## src/rtl/perf_trace_monitor_if.sv

```systemverilog
// Trace record stream between the monitor (master) and the debug-port drain (slave).
// trace_data layout: {type[1:0], addr_or_reg[15:0], data[15:0]}.
interface perf_trace_monitor_if;
   logic        trace_valid;
   logic [33:0] trace_data;
   logic        trace_rdy;

   modport master (output trace_valid, output trace_data, input trace_rdy);
   modport slave  (input trace_valid, input trace_data, output trace_rdy);
endinterface

```

## src/rtl/perf_trace_monitor.sv

```systemverilog
// Retire/event monitor for the pipelined core.
// Counts cycles, retired instructions and generic events with saturating counters, and
// streams one trace record per cycle (HALT > STORE > LOAD > REG) through a small FIFO.
// The monitor freezes after a retired halt; only rst/clr return it to RUN, while the FIFO
// keeps draining in the meantime.
module perf_trace_monitor #(
   parameter int NUM_EVT     = 6,
   parameter int CNT_W       = 32,
   parameter int TRACE_DEPTH = 8
) (
   input  logic                     clk,
   input  logic                     rst,
   input  logic                     clr,
   input  logic                     halt,
   input  logic                     reg_wrt,
   input  logic [2:0]               wr_reg,
   input  logic [15:0]              wr_data,
   input  logic                     mem_rd,
   input  logic                     mem_wrt,
   input  logic [15:0]              mem_addr,
   input  logic [15:0]              mem_data,
   input  logic [NUM_EVT-1:0]       evt,
   perf_trace_monitor_if.master     trace,
   output logic                     trace_ovf,
   output logic                     halted,
   output logic [CNT_W-1:0]         cycle_cnt,
   output logic [CNT_W-1:0]         inst_cnt,
   output logic [CNT_W-1:0]         drop_cnt,
   output logic [NUM_EVT*CNT_W-1:0] evt_cnt
);

   localparam int AW = $clog2(TRACE_DEPTH);

   typedef enum logic {
      ST_RUN    = 1'b0,
      ST_HALTED = 1'b1
   } state_t;

   typedef enum logic [1:0] {
      REC_REG   = 2'd0,
      REC_LOAD  = 2'd1,
      REC_STORE = 2'd2,
      REC_HALT  = 2'd3
   } rec_type_t;

   // Add a small increment and clamp at all-ones instead of wrapping.
   function automatic logic [CNT_W-1:0] sat_add(input logic [CNT_W-1:0] val,
                                                input logic [2:0]       inc);
      logic [CNT_W:0] sum;
      sum = {1'b0, val} + (CNT_W+1)'(inc);
      return sum[CNT_W] ? {CNT_W{1'b1}} : sum[CNT_W-1:0];
   endfunction

   state_t                        state_q, state_d;
   logic                          sync_clr;
   logic                          running;
   logic [CNT_W-1:0]              cycle_next;
   logic [15:0]                   halt_stamp;
   logic [2:0]                    cand_n;
   logic [2:0]                    drop_inc;
   logic [33:0]                   rec;
   logic                          have_rec;
   logic                          push;
   logic                          pop;
   logic                          full;
   logic [33:0]                   mem [TRACE_DEPTH];
   logic [AW-1:0]                 rd_ptr_q, wr_ptr_q, rd_ptr_d;
   logic [AW:0]                   count_q, count_d;
   logic [33:0]                   head_d;
   logic [NUM_EVT-1:0][CNT_W-1:0] evt_q;

   assign sync_clr   = rst | clr;
   assign running    = (state_q == ST_RUN);
   assign halted     = (state_q == ST_HALTED);
   assign cycle_next = sat_add(cycle_cnt, 3'd1);
   // The HALT record carries the cycle count including the halt cycle itself.
   assign halt_stamp = 16'(cycle_next);
   assign evt_cnt    = evt_q;

   // Next state: a retired halt freezes the monitor; only rst/clr bring it back.
   always_comb begin
      // NOTE: every combinational output gets a default first so no latch can be inferred.
      state_d = state_q;
      if (state_q == ST_RUN && halt) state_d = ST_HALTED;
   end

   // State register.
   always_ff @(posedge clk) begin
      // NOTE: sequential state uses non-blocking assignments so all flops see pre-edge values.
      if (sync_clr) state_q <= ST_RUN;
      else          state_q <= state_d;
   end

   // Select the one record to push and count every candidate that cannot be stored.
   always_comb begin
      cand_n = 3'd0;
      rec    = '0;
      if (running) begin
         cand_n = 3'(halt) + 3'(mem_wrt) + 3'(mem_rd) + 3'(reg_wrt);
         if (halt)         rec = {REC_HALT, 16'h0000, halt_stamp};
         else if (mem_wrt) rec = {REC_STORE, mem_addr, mem_data};
         else if (mem_rd)  rec = {REC_LOAD, mem_addr, mem_data};
         else if (reg_wrt) rec = {REC_REG, 13'd0, wr_reg, wr_data};
      end
      have_rec = (cand_n != 3'd0);
      pop      = trace.trace_valid & trace.trace_rdy;
      full     = (count_q == (AW+1)'(TRACE_DEPTH));
      // A full FIFO still accepts the winner when its head leaves in the same cycle.
      push     = have_rec & (~full | pop);
      drop_inc = 3'd0;
      if (have_rec) drop_inc = push ? cand_n - 3'd1 : cand_n;
   end

   // Next FIFO pointers/occupancy and the record that will sit at the head next cycle.
   always_comb begin
      rd_ptr_d = pop ? rd_ptr_q + AW'(1) : rd_ptr_q;
      count_d  = count_q + (AW+1)'(push) - (AW+1)'(pop);
      head_d   = '0;
      // The slot at the new head is only written this cycle when the FIFO was about to be empty.
      if (count_d != '0) head_d = (push && (wr_ptr_q == rd_ptr_d)) ? rec : mem[rd_ptr_d];
   end

   // Trace storage write port.
   always_ff @(posedge clk) begin
      // NOTE: storage is not reset; the occupancy counter alone decides which entries are live.
      if (push) mem[wr_ptr_q] <= rec;
   end

   // FIFO control with registered head outputs.
   always_ff @(posedge clk) begin
      if (sync_clr) begin
         rd_ptr_q          <= '0;
         wr_ptr_q          <= '0;
         count_q           <= '0;
         trace.trace_valid <= 1'b0;
         trace.trace_data  <= '0;
      end else begin
         rd_ptr_q          <= rd_ptr_d;
         if (push) wr_ptr_q <= wr_ptr_q + AW'(1);
         count_q           <= count_d;
         trace.trace_valid <= (count_d != '0);
         trace.trace_data  <= head_d;
      end
   end

   // Saturating counters and sticky overflow; everything holds while halted.
   always_ff @(posedge clk) begin
      if (sync_clr) begin
         cycle_cnt <= '0;
         inst_cnt  <= '0;
         drop_cnt  <= '0;
         trace_ovf <= 1'b0;
         evt_q     <= '0;
      end else if (running) begin
         cycle_cnt <= cycle_next;
         if (halt | reg_wrt | mem_wrt) inst_cnt <= sat_add(inst_cnt, 3'd1);
         drop_cnt <= sat_add(drop_cnt, drop_inc);
         if (drop_inc != 3'd0) trace_ovf <= 1'b1;
         for (int i = 0; i < NUM_EVT; i++) begin
            if (evt[i]) evt_q[i] <= sat_add(evt_q[i], 3'd1);
         end
      end
   end

endmodule

```

## src/flat_wrapper.sv

```systemverilog
// flat-port wrapper written by rule: the top's interface ports become plain ports
module perf_trace_monitor_flat 
#(
   parameter int NUM_EVT     = 6,
   parameter int CNT_W       = 32,
   parameter int TRACE_DEPTH = 8
)
  (clk, rst, clr, halt, reg_wrt, wr_reg, wr_data, mem_rd, mem_wrt, mem_addr, mem_data, evt, trace_ovf, halted, cycle_cnt, inst_cnt, drop_cnt, evt_cnt, trace_trace_valid, trace_trace_data, trace_trace_rdy);
  perf_trace_monitor_if trace_i ();
  input  logic clk;
  input  logic rst;
  input  logic clr;
  input  logic halt;
  input  logic reg_wrt;
  input  logic [2:0] wr_reg;
  input  logic [15:0] wr_data;
  input  logic mem_rd;
  input  logic mem_wrt;
  input  logic [15:0] mem_addr;
  input  logic [15:0] mem_data;
  input  logic [NUM_EVT-1:0] evt;
  output logic trace_ovf;
  output logic halted;
  output logic [CNT_W-1:0] cycle_cnt;
  output logic [CNT_W-1:0] inst_cnt;
  output logic [CNT_W-1:0] drop_cnt;
  output logic [NUM_EVT*CNT_W-1:0] evt_cnt;
  output wire logic [$bits(trace_i.trace_valid)-1:0] trace_trace_valid;
  output wire logic [$bits(trace_i.trace_data)-1:0] trace_trace_data;
  input wire logic [$bits(trace_i.trace_rdy)-1:0] trace_trace_rdy;
  assign trace_trace_valid = trace_i.trace_valid;
  assign trace_trace_data = trace_i.trace_data;
  assign trace_i.trace_rdy = trace_trace_rdy;
  perf_trace_monitor #(.NUM_EVT(NUM_EVT), .CNT_W(CNT_W), .TRACE_DEPTH(TRACE_DEPTH)) u_core (.clk(clk), .rst(rst), .clr(clr), .halt(halt), .reg_wrt(reg_wrt), .wr_reg(wr_reg), .wr_data(wr_data), .mem_rd(mem_rd), .mem_wrt(mem_wrt), .mem_addr(mem_addr), .mem_data(mem_data), .evt(evt), .trace(trace_i), .trace_ovf(trace_ovf), .halted(halted), .cycle_cnt(cycle_cnt), .inst_cnt(inst_cnt), .drop_cnt(drop_cnt), .evt_cnt(evt_cnt));
endmodule
```

## config.mk

```make
export PLATFORM = sky130hd
export DESIGN_NAME = perf_trace_monitor_flat
export DESIGN_NICKNAME = d
export VERILOG_FILES = /design/src/rtl/perf_trace_monitor_if.sv /design/src/rtl/perf_trace_monitor.sv /design/src/flat_wrapper.sv
export SDC_FILE = /design/constraint.sdc
export NUM_CORES = 1
export LEC_CHECK = 0
export CAP_MARGIN = 20
export CORE_AREA = 2 2 223 225
export DETAILED_ROUTE_END_ITERATION = 8
export DIE_AREA = 0 0 225 227
export PLACE_DENSITY = 0.83
export SLEW_MARGIN = 30
export SYNTH_ARGS = -nofsm -noshare
export SYNTH_HDL_FRONTEND = slang
export SYNTH_SLANG_ARGS = --single-unit
export TNS_END_PERCENT = 10
```

## constraint.sdc

```tcl
create_clock -name clk -period 16 [get_ports clk]
set_input_delay 2.4 -clock clk [delete_from_list [all_inputs] [get_ports clk]]
set_output_delay 2.4 -clock clk [all_outputs]
set_load 0.05 [all_outputs]
```

After elaboration in Yosys (flattened, before gate mapping)
Memories as Yosys holds them, arrays and structs flattened. A register that Yosys moved wholly into a read port is not among the register bits.
Index checks and enable logic that the tools add are counted.
- RAM bits: 272
- memories: 1
- output and inout port bits: 325
- flip-flop bits (word level): 301
- input bits: 65
- memory list (name ; depth ; bits a word ; rd ports ; clocked after Yosys merged registers in ; wr ports ; line ; source):
    u_core.mem ; 8 ; 34 ; 1 ; 1 ; 1 ; perf_trace_monitor.sv:66 ; logic [33:0] mem [TRACE_DEPTH];
- equal/unequal tests: 1
- multiplexer cells: 20
- reductions and logical operators: 13
- $add $sub $neg: 17
- bitwise operators: 9
- operators by type and width (operator ; number):
    32-bit two-way mux ; 9
    32-bit by 1-bit adder with 33-bit output (second input constant) ; 8
    34-bit two-way mux ; 4
    32-bit by 3-bit adder with 33-bit output ; 1
    19-bit two-way mux ; 1
    2-bit AND reduction ; 8
    3-bit two-way mux ; 4
    3-bit by 1-bit adder with 3-bit output ; 2
    3-bit by 1-bit adder with 3-bit output (second input constant) ; 2
    3-bit nonzero test ; 2
    4-bit by 1-bit adder with 4-bit output ; 1
    4-bit == test (second input constant) ; 1
    1-bit OR ; 4
    4-bit nonzero test ; 1
    4-bit by 1-bit subtractor with 4-bit output ; 1
    1-bit NOT ; 3
    3-bit by 1-bit subtractor with 3-bit output (second input constant) ; 1
    1-bit by 1-bit adder with 2-bit output ; 1
    1-bit bitwise AND ; 2
    1-bit two-way mux ; 2
    2-bit OR reduction ; 1
    1-bit logical AND ; 1

Longest topological paths before layout
- depth after elaboration: 11
- gate-level depth with buffers: 24

Least setup slack after synthesis
Ideal clock, no wire load.
- kind: input port to flip-flop
- start point: input halt
- end point: memory u_core.mem[2][0] (enable)
- setup time: 523 ps
- required time: 15477 ps
- data arrival time: 8656 ps
- path slack: 6821 ps
- buffers on the path: 2
- stages on the path: 12
- path through: inv_1 -> clkbuf_1 -> clkbuf_1 -> ha_1 -> inv_1 -> fa_1 -> or2_2 -> ha_1 -> ha_1 -> a31oi_1 -> inv_1 -> nor4b_1
- cells in the longest elaborated chain, start to end: 8
- RTL lines (element ; line ; source):
    start, declared ; flat_wrapper.sv:13 ; input logic halt;
    1-bit by 1-bit adder with 2-bit output ; perf_trace_monitor.sv:99 ; cand_n = 3'(halt) + 3'(mem_wrt) + 3'(mem_rd) + 3'(reg_wrt);
    3-bit by 1-bit adder with 3-bit output (2 in a row) ; perf_trace_monitor.sv:99 ;
    3-bit two-way mux ; perf_trace_monitor.sv:98 ; if (running) begin
    3-bit nonzero test ; perf_trace_monitor.sv:105 ; have_rec = (cand_n != 3'd0);
    1-bit bitwise AND ; perf_trace_monitor.sv:109 ; push = have_rec & (~full | pop);
    1-bit two-way mux ; perf_trace_monitor.sv:126 ; if (push) mem[wr_ptr_q] <= rec;
    1-bit two-way mux (not written as such) ; perf_trace_monitor.sv:126 ;
    end, declared ; perf_trace_monitor.sv:66 ;
Every way passes these cells.

Final worst setup path
- start point: input halt
- end point: register u_core.trace.trace_data[9] (read register of u_core.mem)
- cells in the longest elaborated chain, start to end: 11
- RTL lines (element ; line ; source):
    1-bit by 1-bit adder with 2-bit output ; perf_trace_monitor.sv:99 ;
    3-bit by 1-bit adder with 3-bit output (2 in a row) ; perf_trace_monitor.sv:99 ;
    3-bit two-way mux ; perf_trace_monitor.sv:98 ;
    3-bit nonzero test ; perf_trace_monitor.sv:105 ;
    1-bit bitwise AND ; perf_trace_monitor.sv:109 ;
    4-bit by 1-bit adder with 4-bit output ; perf_trace_monitor.sv:117 ; count_d = count_q + (AW+1)'(push) - (AW+1)'(pop);
    4-bit by 1-bit subtractor with 4-bit output ; perf_trace_monitor.sv:117 ;
    4-bit nonzero test ; perf_trace_monitor.sv:120 ; if (count_d != '0) head_d = (push && (wr_ptr_q == rd_ptr_d)) ? rec : mem[rd_ptr_d];
    1-bit NOT (no source line) ; - ;
    2-bit OR reduction (no source line) ; - ;
    end, declared ; perf_trace_monitor_if.sv:8 ; modport master (output trace_valid, output trace_data, input trace_rdy);
Every way passes these cells.
A chain may end at the register's enable or synchronous reset.

==> impl_metrics.toml <==
[setup_path]
cp_top_family = "buffers and inverters"
crit_start = "halt"
rr_startpoint = "u_core.halted"
cp_cell_sequence = "clkdlybuf4s50_1 > inv_1 > ha_1 > inv_1 > fa_1 > or2_2 > ha_1 > ha_1 > a31oi_1 > inv_1 > ha_1 > inv_1 > ha_1 > fa_1 > xor2_1 > nor3_1 > a21o_1 > clkinv_1 > nand2_1 > o2bb2ai_1"
start_kind = "input pin"
cp-end-kind = "register"
crit_buf_inv = 6
reg2regPathDepth = 17
cp.required_ps = 16500
crit_cells = 20
critical_path.slowest_cell = "clkinv_1"
cpPeakStageDelay_ps = 800
cpMostUsedCell = "ha_1"
critPathMaxFanout = 28
critical_path_class = "input pin to register"
arrival_ps = 8840

[detailed_routing]
dr.max_layer_used = "met5"
drt-total-wl_mm = 76.9
wl_met1_mm = 29.4
vias = 21400
drt-initial-drc-count = 1796
drc = 0
drt_first_pass_iters = 7
vias_per_cell = 6.07
wl_met2_mm = 36.8
wl_met3_mm = 7.59
wl_per_cell_um = 21.8
final_antenna_net_count = 0

[global_routing]
grt_max_degree = 97
first_global_vias = 21200
grt_pass1_wl_mm = 118
grt-ovfl-total = 0
antenna_found_initial = 7
grtUsageTotal = 0.293

[min_path]
hold_path_class = "register to register"
hold_depth = 2
worstHoldStart = "u_core.trace_ovf"

[power]
seq_power_share = 0.476
power_frac_comb = 0.110
leakage_nw = 11.0
p_sw_w = 0.000896
irDropWorstVdd_mv = 0.0919
power.clock.fraction = 0.414
swShare = 0.249
pwr_density_cell_mw_per_mm2 = 109
power.internal_w = 0.00270

[sta]
fin_ws_ps = 7660
drv_slew = 0
post-route-min-period_ps = 8340
fmax_ghz = 0.120
tightest_slew_ps = 984
setup_violations = 0
fin_crit_sh = 0.521
hold_viol_final = 0
rsz0062_at_grt = "false"
setup_tns_ps = 0
skew_ps = 17.0
maxSlewHeadroom = 0.340

[finish]
nFillCells = 3447
fin_nets = 2937
fin_cells = 3526
fin_util = 0.682
area_growth_pct = 25.0
multiInputGateArea_sq_mm = 0.0110
drive_gt1_frac = 0.0774
fin_area_sq_mm = 0.0331
seq_area_sq_mm = 0.0149

[logic_synthesis]
synth-simple-area-share = 0.175
yosysTopAreaCell = "edfxtp_1"
yosysSeqAreaShare = 0.561
synth.most_common_cell = "dfxtp_1"
synthTopCellsByArea = "edfxtp_1 31%, dfxtp_1 25%, a21oi_1 4.9%"
synthXorXnorAreaFrac = 0.0790
synthCells = 2499
synth-edff-count = 272
async_flop_share = 0
synthAdderAreaFrac = 0.0131
synth_top_family_by_area = "simple AND/OR/NAND/NOR gates"
netlist_area_sq_mm = 0.0265
synthMuxAreaShare = 0.0241
syn_avg_cell_area_sq_um = 10.6
synth_compound_area_frac = 0.121
ys_ff_latch = 607
synthFlopType = "dfxtp_1"
synth_warnings = 0
synth_commonest_cells = "335 x dfxtp_1, 272 x edfxtp_1, 260 x a21oi_1"
syn-num-nets = 2590
ys_types = 71
netlist.area_leader.share = 0.308

[place]
place_congestion = 0.889
dpl_worst_slack_ps = 7430
dp.cells = 3403
io_buffers = 389
dpl_cell_area_sq_mm = 0.0309
dpl.hpwl_mm = 51.5

[floorplan]
die_x_um = 225
start_util = 0.546
die_y_um = 227
std_cell_rows = 81
io_pins = 390
core_sq_mm = 0.0485
dieArea_sq_mm = 0.0511

[clocking]
cts_max_level = 2
clkLatencyLatePin_ps = 630
clk_pin_slew_worst_paths_ps = 60
cts_sinks = 607
ctsHoldBuffers = 0
post_cts_resized = 0
clock-root-buffer = "clkbuf_16"
cts_tree = "yes"
numCtsBuffers = 60
cts.path.max_buffers = 3
cts_setup_buffers = 0

[run_status]
status = "finished clean"

[job]
cap_violations = 0
==> layout by cell type, fill, tap and decap left out, types with 7 or more instances in the layout <==
| master | synthesis | layout |
|---|---|---|
| clkdlybuf4s50_1 | 0 | 389 |
| dfxtp_1 | 335 | 334 |
| edfxtp_1 | 272 | 272 |
| a21oi_1 | 260 | 260 |
| nand2_1 | 247 | 246 |
| nor2_1 | 154 | 150 |
| xor2_1 | 145 | 145 |
| nand3_1 | 111 | 110 |
| and3_1 | 92 | 92 |
| xnor2_1 | 94 | 92 |
| o21ai_0 | 65 | 65 |
| nand4_1 | 62 | 62 |
| clkbuf_16 | 0 | 60 |
| a31oi_1 | 54 | 54 |
| nor3_1 | 54 | 51 |
| and4_1 | 39 | 39 |
| inv_1 | 35 | 34 |
| a211oi_1 | 30 | 30 |
| mux2i_1 | 30 | 30 |
| and2_1 | 28 | 27 |
| buf_4 | 1 | 24 |
| ha_1 | 23 | 23 |
| a32oi_1 | 22 | 22 |
| a311oi_1 | 19 | 19 |
| a21oi_2 | 19 | 19 |
| mux4_2 | 15 | 15 |
| clkbuf_8 | 0 | 14 |
| a221oi_1 | 18 | 13 |
| or3_1 | 12 | 12 |
| nor4_1 | 12 | 11 |
| clkbuf_1 | 101 | 11 |
| diode_2 | 0 | 9 |
| nor2b_1 | 9 | 9 |
| or2_2 | 9 | 8 |
| bufinv_16 | 0 | 8 |
| o2bb2ai_1 | 7 | 7 |
| clkinv_2 | 0 | 7 |
==> power groups by stage <==
stage / combinational [W] / clock, W / sequential (W)
after floorplan: 0.000190 / 0 / 0.00180
after global placement: 0.000371 / 0 / 0.00174
after detailed placement: 0.000387 / 0 / 0.00175
after CTS: 0.000390 / 0.00150 / 0.00171
after global routing: 0.000424 / 0.00156 / 0.00172
final: 0.000394 / 0.00149 / 0.00171
==> tightest hold or removal path: stages, from the launching register on <==
cell and delay, ps:
dfxtp_1 350, a21oi_1 50, nor2_1 70
==> kinds of logic after synthesis <==
logic type	Yosys count
AO/OA/AOI/OAI	523
XOR/XNOR	239
adder cells (fa/ha/maj)	26
buffers and inverters	175
flip-flops	607
multiplexers	45
AND/OR/NAND/NOR	884
==> path summary, 6_finish.rpt <==
check	to	slack (ps)
worst min register to register	u_core.trace_ovf	510
worst max-delay path	u_core.trace.trace_data[9]	7660
worst min-delay path	u_core.trace_ovf	510
worst max register to register	u_core.trace.trace_data[9]	10390
==> through the flow <==
step	hold WS [ps]	power [W]
final	506	0.00359
after global routing	555	0.00370
after CTS	501	0.00360
after detailed placement	482	0.00213
after global placement	477	0.00212
after floorplan	578	0.00199
==> flip-flops by register name (all words and copies together), names as in the netlist <==
register,cells
u_core.evt_cnt,192
u_core.trace.trace_valid,1
u_core.wr_ptr_q,3
u_core.halted,1
u_core.inst_cnt,32
u_core.mem,272
u_core.count_q,4
u_core.trace_ovf,1
u_core.rd_ptr_q,3
u_core.cycle_cnt,32
u_core.drop_cnt,32
u_core.trace.trace_data,34
==> cell type report <==
class | count | area share
diodes | 9 | 0.000680
clock buffers | 85 | 0.0524
clock inverters | 26 | 0.0111
inverters | 35 | 0.00397
multi-input cells | 1717 | 0.333
flip-flops and latches | 607 | 0.449
well taps | 622 | 0.0235
repair buffers | 425 | 0.126
==> routing by layer <==
layer | vias up | global-route usage
li1 | 9883 | -
met1 | 10400 | 0.355
met2 | 960 | 0.485
met3 | 177 | 0.0933
met4 | 6 | 0.125
met5 | - | 0
Power figures use the tool's default switching activity.
